==> src/rtl/scic_io_sequencer_pkg.sv <==
// Shared types and helpers for the SCIC I/O sequencer: FSM state encoding,
// pattern-mode codes, LFSR tap table and per-mode step count.
package scic_io_pkg;

   typedef enum logic [1:0] {
      IDLE = 2'd0,
      RUN  = 2'd1,
      DONE = 2'd2
   } state_t;

   localparam logic [1:0] MODE_COUNT = 2'd0;
   localparam logic [1:0] MODE_WALK  = 2'd1;
   localparam logic [1:0] MODE_LFSR  = 2'd2;
   // Mode 3 is reserved and behaves exactly like MODE_COUNT.

   // Galois (right-shift) tap masks giving a maximal-length sequence.
   // Bit i set means "XOR into bit i when the shifted-out bit is 1".
   function automatic logic [15:0] lfsr_taps(input int width);
      logic [15:0] taps;
      case (width)
         2:       taps = 16'h0003;
         3:       taps = 16'h0006;
         4:       taps = 16'h000C;
         5:       taps = 16'h0014;
         6:       taps = 16'h0030;
         7:       taps = 16'h0060;
         8:       taps = 16'h00B8;
         9:       taps = 16'h0110;
         10:      taps = 16'h0240;
         11:      taps = 16'h0500;
         12:      taps = 16'h0E08;
         13:      taps = 16'h1C80;
         14:      taps = 16'h3802;
         15:      taps = 16'h6000;
         16:      taps = 16'hD008;
         default: taps = 16'h0003;
      endcase
      return taps;
   endfunction

   // Number of distinct patterns a run steps through for a given mode.
   function automatic int num_steps(input logic [1:0] mode, input int width);
      if (mode == MODE_WALK)
         return width;
      return (1 << width) - 1;
   endfunction

endpackage

==> src/rtl/scic_io_sequencer_if.sv <==
// Board/host-facing bundle of the SCIC I/O sequencer.
// Handshake: start is a level sampled on every rising clock edge and is
// accepted only while busy is low (idle or done); mode, hold_cycles and
// check_en are captured on that same edge and ignored afterwards. busy stays
// high until the last sample; done then stays high until the next accepted
// start or reset. leds is sampled on the last cycle of each pattern hold.
interface scic_io_sequencer_if #(
   parameter int WIDTH  = 4,
   parameter int HOLD_W = 8,
   parameter int ERR_W  = 8
) ();
   import scic_io_pkg::*;

   logic              start;
   logic [1:0]        mode;
   logic [HOLD_W-1:0] hold_cycles;
   logic              check_en;
   logic [WIDTH-1:0]  leds;
   logic [WIDTH-1:0]  switches;
   logic              busy;
   logic              done;
   logic [ERR_W-1:0]  err_count;
   logic              pass;
   state_t            state;

   // Host / board side: issues runs and returns the LED values.
   modport master (
      output start, mode, hold_cycles, check_en, leds,
      input  switches, busy, done, err_count, pass, state
   );

   // Sequencer side.
   modport slave (
      input  start, mode, hold_cycles, check_en, leds,
      output switches, busy, done, err_count, pass, state
   );

endinterface

==> src/rtl/scic_io_sequencer_pattern_gen.sv <==
// Pattern generator: produces the count / walking-one / LFSR sequence and
// flags the final step of the run. The mode is captured on load so that
// input changes mid-run cannot disturb the sequence.
module scic_pattern_gen
   import scic_io_pkg::*;
#(
   parameter int WIDTH     = 4,
   parameter int LFSR_SEED = 1
) (
   input  logic             clock,
   input  logic             reset,
   input  logic             load,
   input  logic             advance,
   input  logic [1:0]       mode,
   output logic [WIDTH-1:0] pattern,
   output logic             last
);

   localparam logic [15:0]      TAPS_ALL = lfsr_taps(WIDTH);
   localparam logic [WIDTH-1:0] TAPS     = TAPS_ALL[WIDTH-1:0];
   localparam logic [WIDTH-1:0] SEED     = WIDTH'(LFSR_SEED);

   logic [1:0]       mode_q;
   logic [WIDTH-1:0] pat_q;
   logic [WIDTH-1:0] pat_nxt;
   logic [WIDTH-1:0] pat_first;
   logic [WIDTH-1:0] step_q;

   // First pattern of a run depends on the mode being requested at load.
   always_comb begin
      pat_first = WIDTH'(1);
      if (mode == MODE_LFSR)
         pat_first = SEED;
   end

   // Successor of the current pattern in the latched mode.
   always_comb begin
      pat_nxt = pat_q + 1'b1;
      case (mode_q)
         MODE_WALK: pat_nxt = pat_q << 1;
         MODE_LFSR: pat_nxt = (pat_q >> 1) ^ (pat_q[0] ? TAPS : '0);
         default:   ;
      endcase
   end

   // Pattern, step index and mode registers.
   always_ff @(posedge clock) begin
      if (reset) begin
         mode_q <= MODE_COUNT;
         pat_q  <= '0;
         step_q <= '0;
      end else if (load) begin
         mode_q <= mode;
         pat_q  <= pat_first;
         step_q <= '0;
      end else if (advance) begin
         pat_q  <= pat_nxt;
         step_q <= step_q + 1'b1;
      end
   end

   assign pattern = pat_q;
   // A step index is kept rather than decoding the pattern so that the LFSR
   // end point does not depend on which seed was chosen.
   assign last    = (int'(step_q) == num_steps(mode_q, WIDTH) - 1);

endmodule

==> src/rtl/scic_io_sequencer.sv <==
// SCIC I/O sequencer top: run FSM, per-step hold counter, LED/switch
// comparator and saturating mismatch counter around the pattern generator.
module scic_io_sequencer
   import scic_io_pkg::*;
#(
   parameter int WIDTH     = 4,
   parameter int HOLD_W    = 8,
   parameter int ERR_W     = 8,
   parameter int LFSR_SEED = 1
) (
   input  logic                 clock,
   input  logic                 reset,
   scic_io_sequencer_if.slave   io
);

   state_t            state;
   state_t            state_nxt;
   logic [HOLD_W-1:0] hold_q;
   logic [HOLD_W-1:0] hold_cnt;
   logic [HOLD_W-1:0] hold_eff;
   logic              check_q;
   logic [ERR_W-1:0]  err_q;
   logic [WIDTH-1:0]  pattern;
   logic              last;
   logic              accept;
   logic              sample;
   logic              advance;
   logic              mismatch;

   // A hold of zero would never reach a sample point, so it runs as one.
   assign hold_eff = (io.hold_cycles == '0) ? HOLD_W'(1) : io.hold_cycles;
   assign accept   = io.start && (state != RUN);
   // Counter at zero marks the last cycle of a step: sample and move on.
   assign sample   = (state == RUN) && (hold_cnt == '0);
   assign advance  = sample && !last;
   assign mismatch = sample && check_q && (io.leds != pattern);

   scic_pattern_gen #(
      .WIDTH     (WIDTH),
      .LFSR_SEED (LFSR_SEED)
   ) u_pattern_gen (
      .clock   (clock),
      .reset   (reset),
      .load    (accept),
      .advance (advance),
      .mode    (io.mode),
      .pattern (pattern),
      .last    (last)
   );

   // FSM state register.
   always_ff @(posedge clock) begin
      if (reset)
         state <= IDLE;
      else
         state <= state_nxt;
   end

   // FSM next-state: start leaves IDLE/DONE, the final sample ends RUN.
   always_comb begin
      state_nxt = state;
      case (state)
         IDLE:    if (io.start) state_nxt = RUN;
         RUN:     if (sample && last) state_nxt = DONE;
         DONE:    if (io.start) state_nxt = RUN;
         default: state_nxt = IDLE;
      endcase
   end

   // FSM outputs: everything is decoded from registered state/counters.
   always_comb begin
      io.switches  = (state == RUN) ? pattern : '0;
      io.busy      = (state == RUN);
      io.done      = (state == DONE);
      io.err_count = err_q;
      io.pass      = (state == DONE) && (err_q == '0);
      io.state     = state;
   end

   // Run configuration capture, hold counter and saturating error count.
   always_ff @(posedge clock) begin
      if (reset) begin
         hold_q   <= HOLD_W'(1);
         hold_cnt <= '0;
         check_q  <= 1'b0;
         err_q    <= '0;
      end else if (accept) begin
         hold_q   <= hold_eff;
         hold_cnt <= hold_eff - 1'b1;
         check_q  <= io.check_en;
         err_q    <= '0;
      end else if (state == RUN) begin
         if (sample)
            hold_cnt <= hold_q - 1'b1;
         else
            hold_cnt <= hold_cnt - 1'b1;
         if (mismatch && (err_q != '1))
            err_q <= err_q + 1'b1;
      end
   end

endmodule

==> src/flat_wrapper.sv <==
// flat-port wrapper written by rule: the top's interface ports become plain ports
module scic_io_sequencer_flat import scic_io_pkg::*;
#(
   parameter int WIDTH     = 4,
   parameter int HOLD_W    = 8,
   parameter int ERR_W     = 8,
   parameter int LFSR_SEED = 1
)
  (clock, reset, io_start, io_mode, io_hold_cycles, io_check_en, io_leds, io_switches, io_busy, io_done, io_err_count, io_pass, io_state);
  scic_io_sequencer_if #(.WIDTH(WIDTH), .HOLD_W(HOLD_W), .ERR_W(ERR_W)) io_i ();
  input  logic clock;
  input  logic reset;
  input wire logic [$bits(io_i.start)-1:0] io_start;
  input wire logic [$bits(io_i.mode)-1:0] io_mode;
  input wire logic [$bits(io_i.hold_cycles)-1:0] io_hold_cycles;
  input wire logic [$bits(io_i.check_en)-1:0] io_check_en;
  input wire logic [$bits(io_i.leds)-1:0] io_leds;
  output wire logic [$bits(io_i.switches)-1:0] io_switches;
  output wire logic [$bits(io_i.busy)-1:0] io_busy;
  output wire logic [$bits(io_i.done)-1:0] io_done;
  output wire logic [$bits(io_i.err_count)-1:0] io_err_count;
  output wire logic [$bits(io_i.pass)-1:0] io_pass;
  output wire logic [$bits(io_i.state)-1:0] io_state;
  assign io_i.start = io_start;
  assign io_i.mode = io_mode;
  assign io_i.hold_cycles = io_hold_cycles;
  assign io_i.check_en = io_check_en;
  assign io_i.leds = io_leds;
  assign io_switches = io_i.switches;
  assign io_busy = io_i.busy;
  assign io_done = io_i.done;
  assign io_err_count = io_i.err_count;
  assign io_pass = io_i.pass;
  assign io_state = io_i.state;
  scic_io_sequencer #(.WIDTH(WIDTH), .HOLD_W(HOLD_W), .ERR_W(ERR_W), .LFSR_SEED(LFSR_SEED)) u_core (.clock(clock), .reset(reset), .io(io_i));
endmodule
==> config.mk <==
export PLATFORM = sky130hd
export DESIGN_NAME = scic_io_sequencer_flat
export DESIGN_NICKNAME = d
export VERILOG_FILES = /design/src/rtl/scic_io_sequencer_pkg.sv /design/src/rtl/scic_io_sequencer_if.sv /design/src/rtl/scic_io_sequencer_pattern_gen.sv /design/src/rtl/scic_io_sequencer.sv /design/src/flat_wrapper.sv
export SDC_FILE = /design/constraint.sdc
export NUM_CORES = 1
export LEC_CHECK = 0
export ABC_AREA = 1
export BUFFER_PORTS_ARGS = -buffer_cell sky130_fd_sc_hd__buf_2
export CORE_ASPECT_RATIO = 0.9
export CORE_MARGIN = 4
export CORE_UTILIZATION = 30
export DETAILED_ROUTE_END_ITERATION = 10
export PLACE_DENSITY = 0.47
export SLEW_MARGIN = 20
export SYNTH_ARGS = -nofsm -noshare
export SYNTH_HDL_FRONTEND = slang
export SYNTH_HIERARCHICAL = 1
export SYNTH_SLANG_ARGS = --single-unit
export TNS_END_PERCENT = 5
==> constraint.sdc <==
create_clock -name clock -period 3.7 [get_ports clock]
set_input_delay 0.555 -clock clock [delete_from_list [all_inputs] [get_ports clock]]
set_output_delay 0.555 -clock clock [all_outputs]
set_load 0.05 [all_outputs]
# After elaboration in Yosys (flattened, before gate mapping)
# Cells that the tools add are included.
dict set report op_classes {
  n_bitwise 1
  reduce_logical 19
  n_eq_ne 10
  n_mux 15
  n_addsub 7
}
# op count
set op_table {}
lappend op_table {{5-bit by 32-bit == test with 1-bit output} 1}
lappend op_table {{32-bit 2-to-1 mux} 1}
lappend op_table {{8-bit 2-to-1 mux} 4}
lappend op_table {{32-bit by 2-bit subtractor with 32-bit output, second input constant} 1}
lappend op_table {{8-bit zero test} 3}
lappend op_table {{8-bit by 1-bit subtractor with 8-bit output, second input constant} 3}
lappend op_table {{4-bit by 1-bit adder with 4-bit output, second input constant} 2}
lappend op_table {{8-bit by 1-bit adder with 8-bit output, second input constant} 1}
lappend op_table {{1-bit logical AND} 8}
lappend op_table {{4-bit 2-to-1 mux} 2}
lappend op_table {{8-bit inequality test, second input constant} 1}
lappend op_table {{4-bit one-hot mux with 2 select lines} 1}
lappend op_table {{2-bit by 1-bit inequality test with 1-bit output, second input constant} 3}
lappend op_table {{2-bit by 1-bit == test with 1-bit output, second input constant} 2}
lappend op_table {{2-bit == test, second input constant} 2}
lappend op_table {{2-bit 2-to-1 mux} 2}
lappend op_table {{4-bit inequality test} 1}
lappend op_table {{2-bit one-hot mux with 2 select lines} 1}
lappend op_table {{2-bit AND reduction} 2}
lappend op_table {{2-bit nonzero test} 2}
lappend op_table {{2-bit OR reduction} 2}
lappend op_table {{3-bit by 4-bit XOR with 4-bit output} 1}
lappend op_table {{1-bit 2-to-1 mux} 3}
lappend op_table {{3-bit 2-to-1 mux} 1}
lappend op_table {{other kinds (2)} 2}
dict set report totals {
  word_cells 61
  ff_bits 37
  inputBits 18
}

# Depth between registers and ports, before layout
dict set report depth {
  word_depth 9
  ltp_mapped 15
  mapped_depth_nobuf 15
}

# By module
# The synthesis kept the hierarchy.
# module seq_area_each_um2 instances area_each_um2 cells_per_inst
set by_module_without_submodules {}
lappend by_module_without_submodules {scic_io_sequencer 540.5 1 1674.1 255}
lappend by_module_without_submodules {scic_pattern_gen 200.2 1 596.8 85}

# Worst setup path before layout
# Ideal clock, no wire load.
dict set report synth_timing {
  kind {register to output}
  from {register u_core.state[1], in the netlist u_core/io.state[1]}
  to {output io_pass}
  arrival_time_ns 3.165
  path_slack_ns -0.020
  required_ns 3.145
  path_stages_with_launch 5
  path_cell_list {dfxtp_1 > inv_1 > nor2_1 > nand3_1 > nor4_1}
}
dict set report synth_between {
  elab_chain_len 2
}
# element line_no
set synth_rtl {}
lappend synth_rtl {{from (decl)} scic_io_sequencer.sv:16} ;# state_t state;
lappend synth_rtl {{from (signal assigned)} scic_io_sequencer.sv:56} ;# state <= state_nxt;
lappend synth_rtl {{2-bit == test} --}
lappend synth_rtl {{net io_done} flat_wrapper.sv:20} ;# output wire logic [$bits(io_i.done)-1:0] io_done;
lappend synth_rtl {{1-bit logical AND} scic_io_sequencer.sv:76} ;# io.pass = (state == DONE) && (err_q == '0);
lappend synth_rtl {{to (decl)} flat_wrapper.sv:22} ;# output wire logic [$bits(io_i.pass)-1:0] io_pass;
# The timed path passes the listed nets, and every way through them passes these cells.

# Worst setup path after layout
dict set report layout_timing {
  from {register u_core.u_pattern_gen.mode_q[1]}
  to {register u_core.u_pattern_gen.pat_q[1], in the netlist u_core/u_pattern_gen/pattern[1]}
}
dict set report layout_between {
  elab_chain_len 7
  word_cells_on_any_way 10
}
# element line_no
set layout_rtl {}
lappend layout_rtl {{from (decl)} scic_io_sequencer_pattern_gen.sv:23} ;# logic [1:0] mode_q;
lappend layout_rtl {{from (signal assigned)} scic_io_sequencer_pattern_gen.sv:53} ;# mode_q <= mode;
lappend layout_rtl {{2-bit by 1-bit == test with 1-bit output *} scic_io_sequencer_pkg.sv:43} ;# if (mode == MODE_WALK)
lappend layout_rtl {{1-bit 2-to-1 mux / 3-bit 2-to-1 mux (equally long branches)} scic_io_sequencer_pkg.sv:43}
lappend layout_rtl {{32-bit 2-to-1 mux *} scic_io_sequencer_pkg.sv:45} ;# return (1 << width) - 1;
lappend layout_rtl {{32-bit by 2-bit subtractor with 32-bit output *} scic_io_sequencer_pattern_gen.sv:65} ;# assign last = (int'(step_q) == num_steps(mode_q, WIDTH) - 1);
lappend layout_rtl {{5-bit by 32-bit == test with 1-bit output *} scic_io_sequencer_pattern_gen.sv:65}
lappend layout_rtl {{net u_core.last} scic_io_sequencer.sv:24} ;# logic last;
lappend layout_rtl {{1-bit zero test *} scic_io_sequencer.sv:35} ;# assign advance = sample && !last;
lappend layout_rtl {{1-bit logical AND *} scic_io_sequencer.sv:35}
lappend layout_rtl {{net u_core.advance} scic_io_sequencer.sv:27} ;# logic advance;
lappend layout_rtl {{to (signal assigned)} scic_io_sequencer_pattern_gen.sv:54} ;# pat_q <= pat_first;
lappend layout_rtl {{to (signal assigned)} scic_io_sequencer_pattern_gen.sv:57} ;# pat_q <= pat_nxt;
lappend layout_rtl {{to (decl)} scic_io_sequencer_pattern_gen.sv:24} ;# logic [WIDTH-1:0] pat_q;
# The timed path passes the listed nets; every way through them passes the cells marked *.
# A chain may end at the register's enable or synchronous reset.

==> results.ini <==
[status]
status=finished clean

[critical_path]
crit_path_max_fanout=10
path_buf_inv=3
critPathMaxStageDelay_ns=0.54
path_class=flop to flop
worst_path_max_delay_cell=nor2_1
end_kind=flop
cpLargestDelayFamily=simple AND/OR/NAND/NOR gates
cp.arrival_ns=2.29
rr_startpoint=u_core/u_pattern_gen/mode_q[1]$_SDFFE_PP0P_
cp_cell_sequence=inv_1, ha_1, nand2_1, inv_1, o21ai_0, a211oi_1, nor2_1, inv_1, a21oi_1, a21oi_1
reg2regPathDepth=10
start_kind=flop
r2r_slack_ns=1.57
timing.rr.end=u_core/u_pattern_gen/pattern[1]$_SDFFE_PP0P_
crit_top_cell=inv_1
critPathRequiredTime_ns=3.87

[min_path]
hp-class=flop to flop
hold_depth=2
hp-start=u_core/hold_q[7]$_SDFFE_PP0N_
hold_path_end=u_core/hold_q[7]$_SDFFE_PP0N_

[synthesis]
synth_adder_area_share_pct=4.41
synth_compound_gate_area_share_pct=14.9
yosys-top-cells-area=dfxtp_1, nand2_1, inv_1
yosys.area_share.xor_xnor_pct=3.47
netlist_area_um2=2270
synth_commonest_cells=nand2_1, inv_1, dfxtp_1
synthMuxAreaShare_pct=0
async_flop_share_pct=0
synth-edff-count=0
ys_seq_area_share_pct=32.6
syn_avg_cell_area_um2=6.68
synthCells=340
synth_top_cell_area_share_pct=32.6
syn-num-nets=366
ys.flop_type=dfxtp_1
synth.largest_area_cell=dfxtp_1
yosysMostFrequentCell=nand2_1
ys_types=31
yosys.area_share.simple_pct=32.8
synth_top_family_by_area=simple AND/OR/NAND/NOR gates
yosysWarnings=6
ys_ff_latch=37

[power_and_ir_drop]
irDropWorstVdd_mv=0.141
p_per_area_nw_per_um2=368
p_leak_nw=1.15

[global_route]
first_global_vias=2126
grt_usage_pct=13.4
grt_first_pass_wirelength_um=10000
grt_antenna_before_repair=0
grt_max_degree=16
overflow=0

[sta]
setup_viol=0
period_share_pct=57.5
relSlewSlack_pct=56.2
fin_setup_tns_ns=0
drv_slew=0
setup_slack_ns=1.57
finalHoldViolations=0
rsz0062_at_grt=no
post-route-min-period_ns=2.13
max_slew.worst_pin.slew_ns=0.654
fmax_ghz=0.470
skew_ns=0.00698

[final_layout]
final_area_um2=2620
syn2layout_area_growth_pct=15.3
layout-drive-gt1-share_pct=18.4
fin_nets=401
fillers=792
final_cells=469
antenna_cells=0

[floorplan]
die_height_um=90.5
core_um2=7220
rows=29
ioPinCount=35
start_util_pct=31.5
die-area_um2=9030
die_w_um=99.7

[placement]
post-dp-hpwl_um=4470
detailedPlace.worstSlack_ns=1.43
dp_cells=461
portBuffers=34
placed_cell_area_um2=2520
place_congestion=0.796

[clocking]
ctsLongestPathBuffers=2
cts_tree=yes
cts_max_level=2
cts_resized=0
clock_sinks=37
cts_hold_buffers=0
clk_pin_slew_ns=0.08
cts_setup_buffers=0
numCtsBuffers=5
clock_latency_ns=0.28
clockRootBuffer=clkbuf_8

[routing]
ant_nets=0
firstDrtPassIters=4
vias=2154
drt_iter0_markers=84
vias_per_cell=4.59
finalWirelength_um=5670
drc_errors=0
wl_per_cell_um=12.1

[job]
cap_violations=0

how the worst max path moves through the flow:
| stage | start | to | cells after the start |
|---|---|---|---|
| finish | u_core/u_pattern_gen/mode_q[1]$_SDFFE_PP0P_ | u_core/u_pattern_gen/pattern[1]$_SDFFE_PP0P_ | 10 |
| global route | u_core/u_pattern_gen/mode_q[1]$_SDFFE_PP0P_ | u_core/u_pattern_gen/pattern[0]$_SDFFE_PP0P_ | 10 |
| floorplan | u_core/io.state[1]$_SDFFE_PP0P_ | io_pass | 4 |
| global placement | io_start | u_core/hold_cnt[4]$_SDFFE_PP0P_ | 13 |
| CTS | u_core/u_pattern_gen/mode_q[1]$_SDFFE_PP0P_ | u_core/u_pattern_gen/pattern[1]$_SDFFE_PP0P_ | 10 |
| detailed placement | io_start | u_core/hold_cnt[4]$_SDFFE_PP0P_ | 13 |
worst reg2reg max path: stages (launching register included):
cell and delay [ns]:
dfxtp_1 0.34, inv_1 0.07, ha_1 0.20, nand2_1 0.07
inv_1 0.03, o21ai_0 0.14, a211oi_1 0.10, nor2_1 0.54
inv_1 0.26, a21oi_1 0.18, a21oi_1 0.10
per-stage QoR:
| stage | power (mW) | hold WS, ns | util [%] |
|---|---|---|---|
| after floorplan | 0.614 | 0.423 | - |
| after global placement | 0.667 | 0.444 | 34.9 |
| after detailed placement | 0.664 | 0.445 | 34.9 |
| after CTS | 0.983 | 0.467 | 36.3 |
| after global routing | 1.04 | 0.511 | 36.3 |
| final | 0.964 | 0.461 | 36.3 |
layout make-up:
type | instances | area (um^2) | share of cell area [%]
multi-input combinational | 238 | 1270 | 48.4
sequential | 37 | 741 | 28.3
inverter | 59 | 221 | 8.46
timing repair buffer | 34 | 170 | 6.50
tap | 93 | 116 | 4.44
clock buffer | 7 | 96.3 | 3.68
clock inverter | 1 | 5.00 | 0.191
metal layers:
| layer | track usage, % | routed length, um | vias up |
|---|---|---|---|
| li1 | - | - | 1167 |
| met1 | 18.6 | 2890 | 951 |
| met2 | 20.4 | 2480 | 32 |
| met3 | 3.47 | 245 | 4 |
| met4 | 3.41 | 52 | 0 |
| met5 | 0 | 0 | - |
cell families (layout without fill, tap and decap cells):
kind of cell	count (synthesis)	after routing
AOI/OAI and AO/OA	63	63
xor gates and xnor gates	9	9
adders and majority gates	8	8
buffers and inverters	65	101
DFF	37	37
and+or+nand+nor	158	158
flip-flops by register name, indices dropped and copies added, names as in the netlist:
signal and flops:
u_core/check_q 1, u_core/hold_cnt 8, u_core/hold_q 8, u_core/io.err_count 8
u_core/io.state 2, u_core/u_pattern_gen/mode_q 2, u_core/u_pattern_gen/pattern 4, u_core/u_pattern_gen/step_q 4
layout by cell type (no fill, tap or decap), types with 3 or more instances in the layout:
master and n:
a211oi_1 3, xor2_1 4, buf_2 34, nand3_2 4, inv_1 51, clkbuf_8 7, nor2_4 4, nand2_1 67
nand4_1 10, nor2_2 3, o211ai_1 3, ha_1 8, o21ai_1 3, dfxtp_1 37, xnor2_1 5, nand3_1 25
nand2_2 5, a21oi_1 28, nor2_1 33, nor3_1 3, inv_2 7, o21ai_0 23
report_power, final:
part | leakage [nW] | switching (mW) | internal (mW) | total, mW
Sequential | 0.303 | 0.0221 | 0.421 | 0.443
Clock | 0.0542 | 0.142 | 0.168 | 0.311
Combinational | 0.793 | 0.140 | 0.0701 | 0.210
No activity file was read; power rests on OpenSTA's default activity.
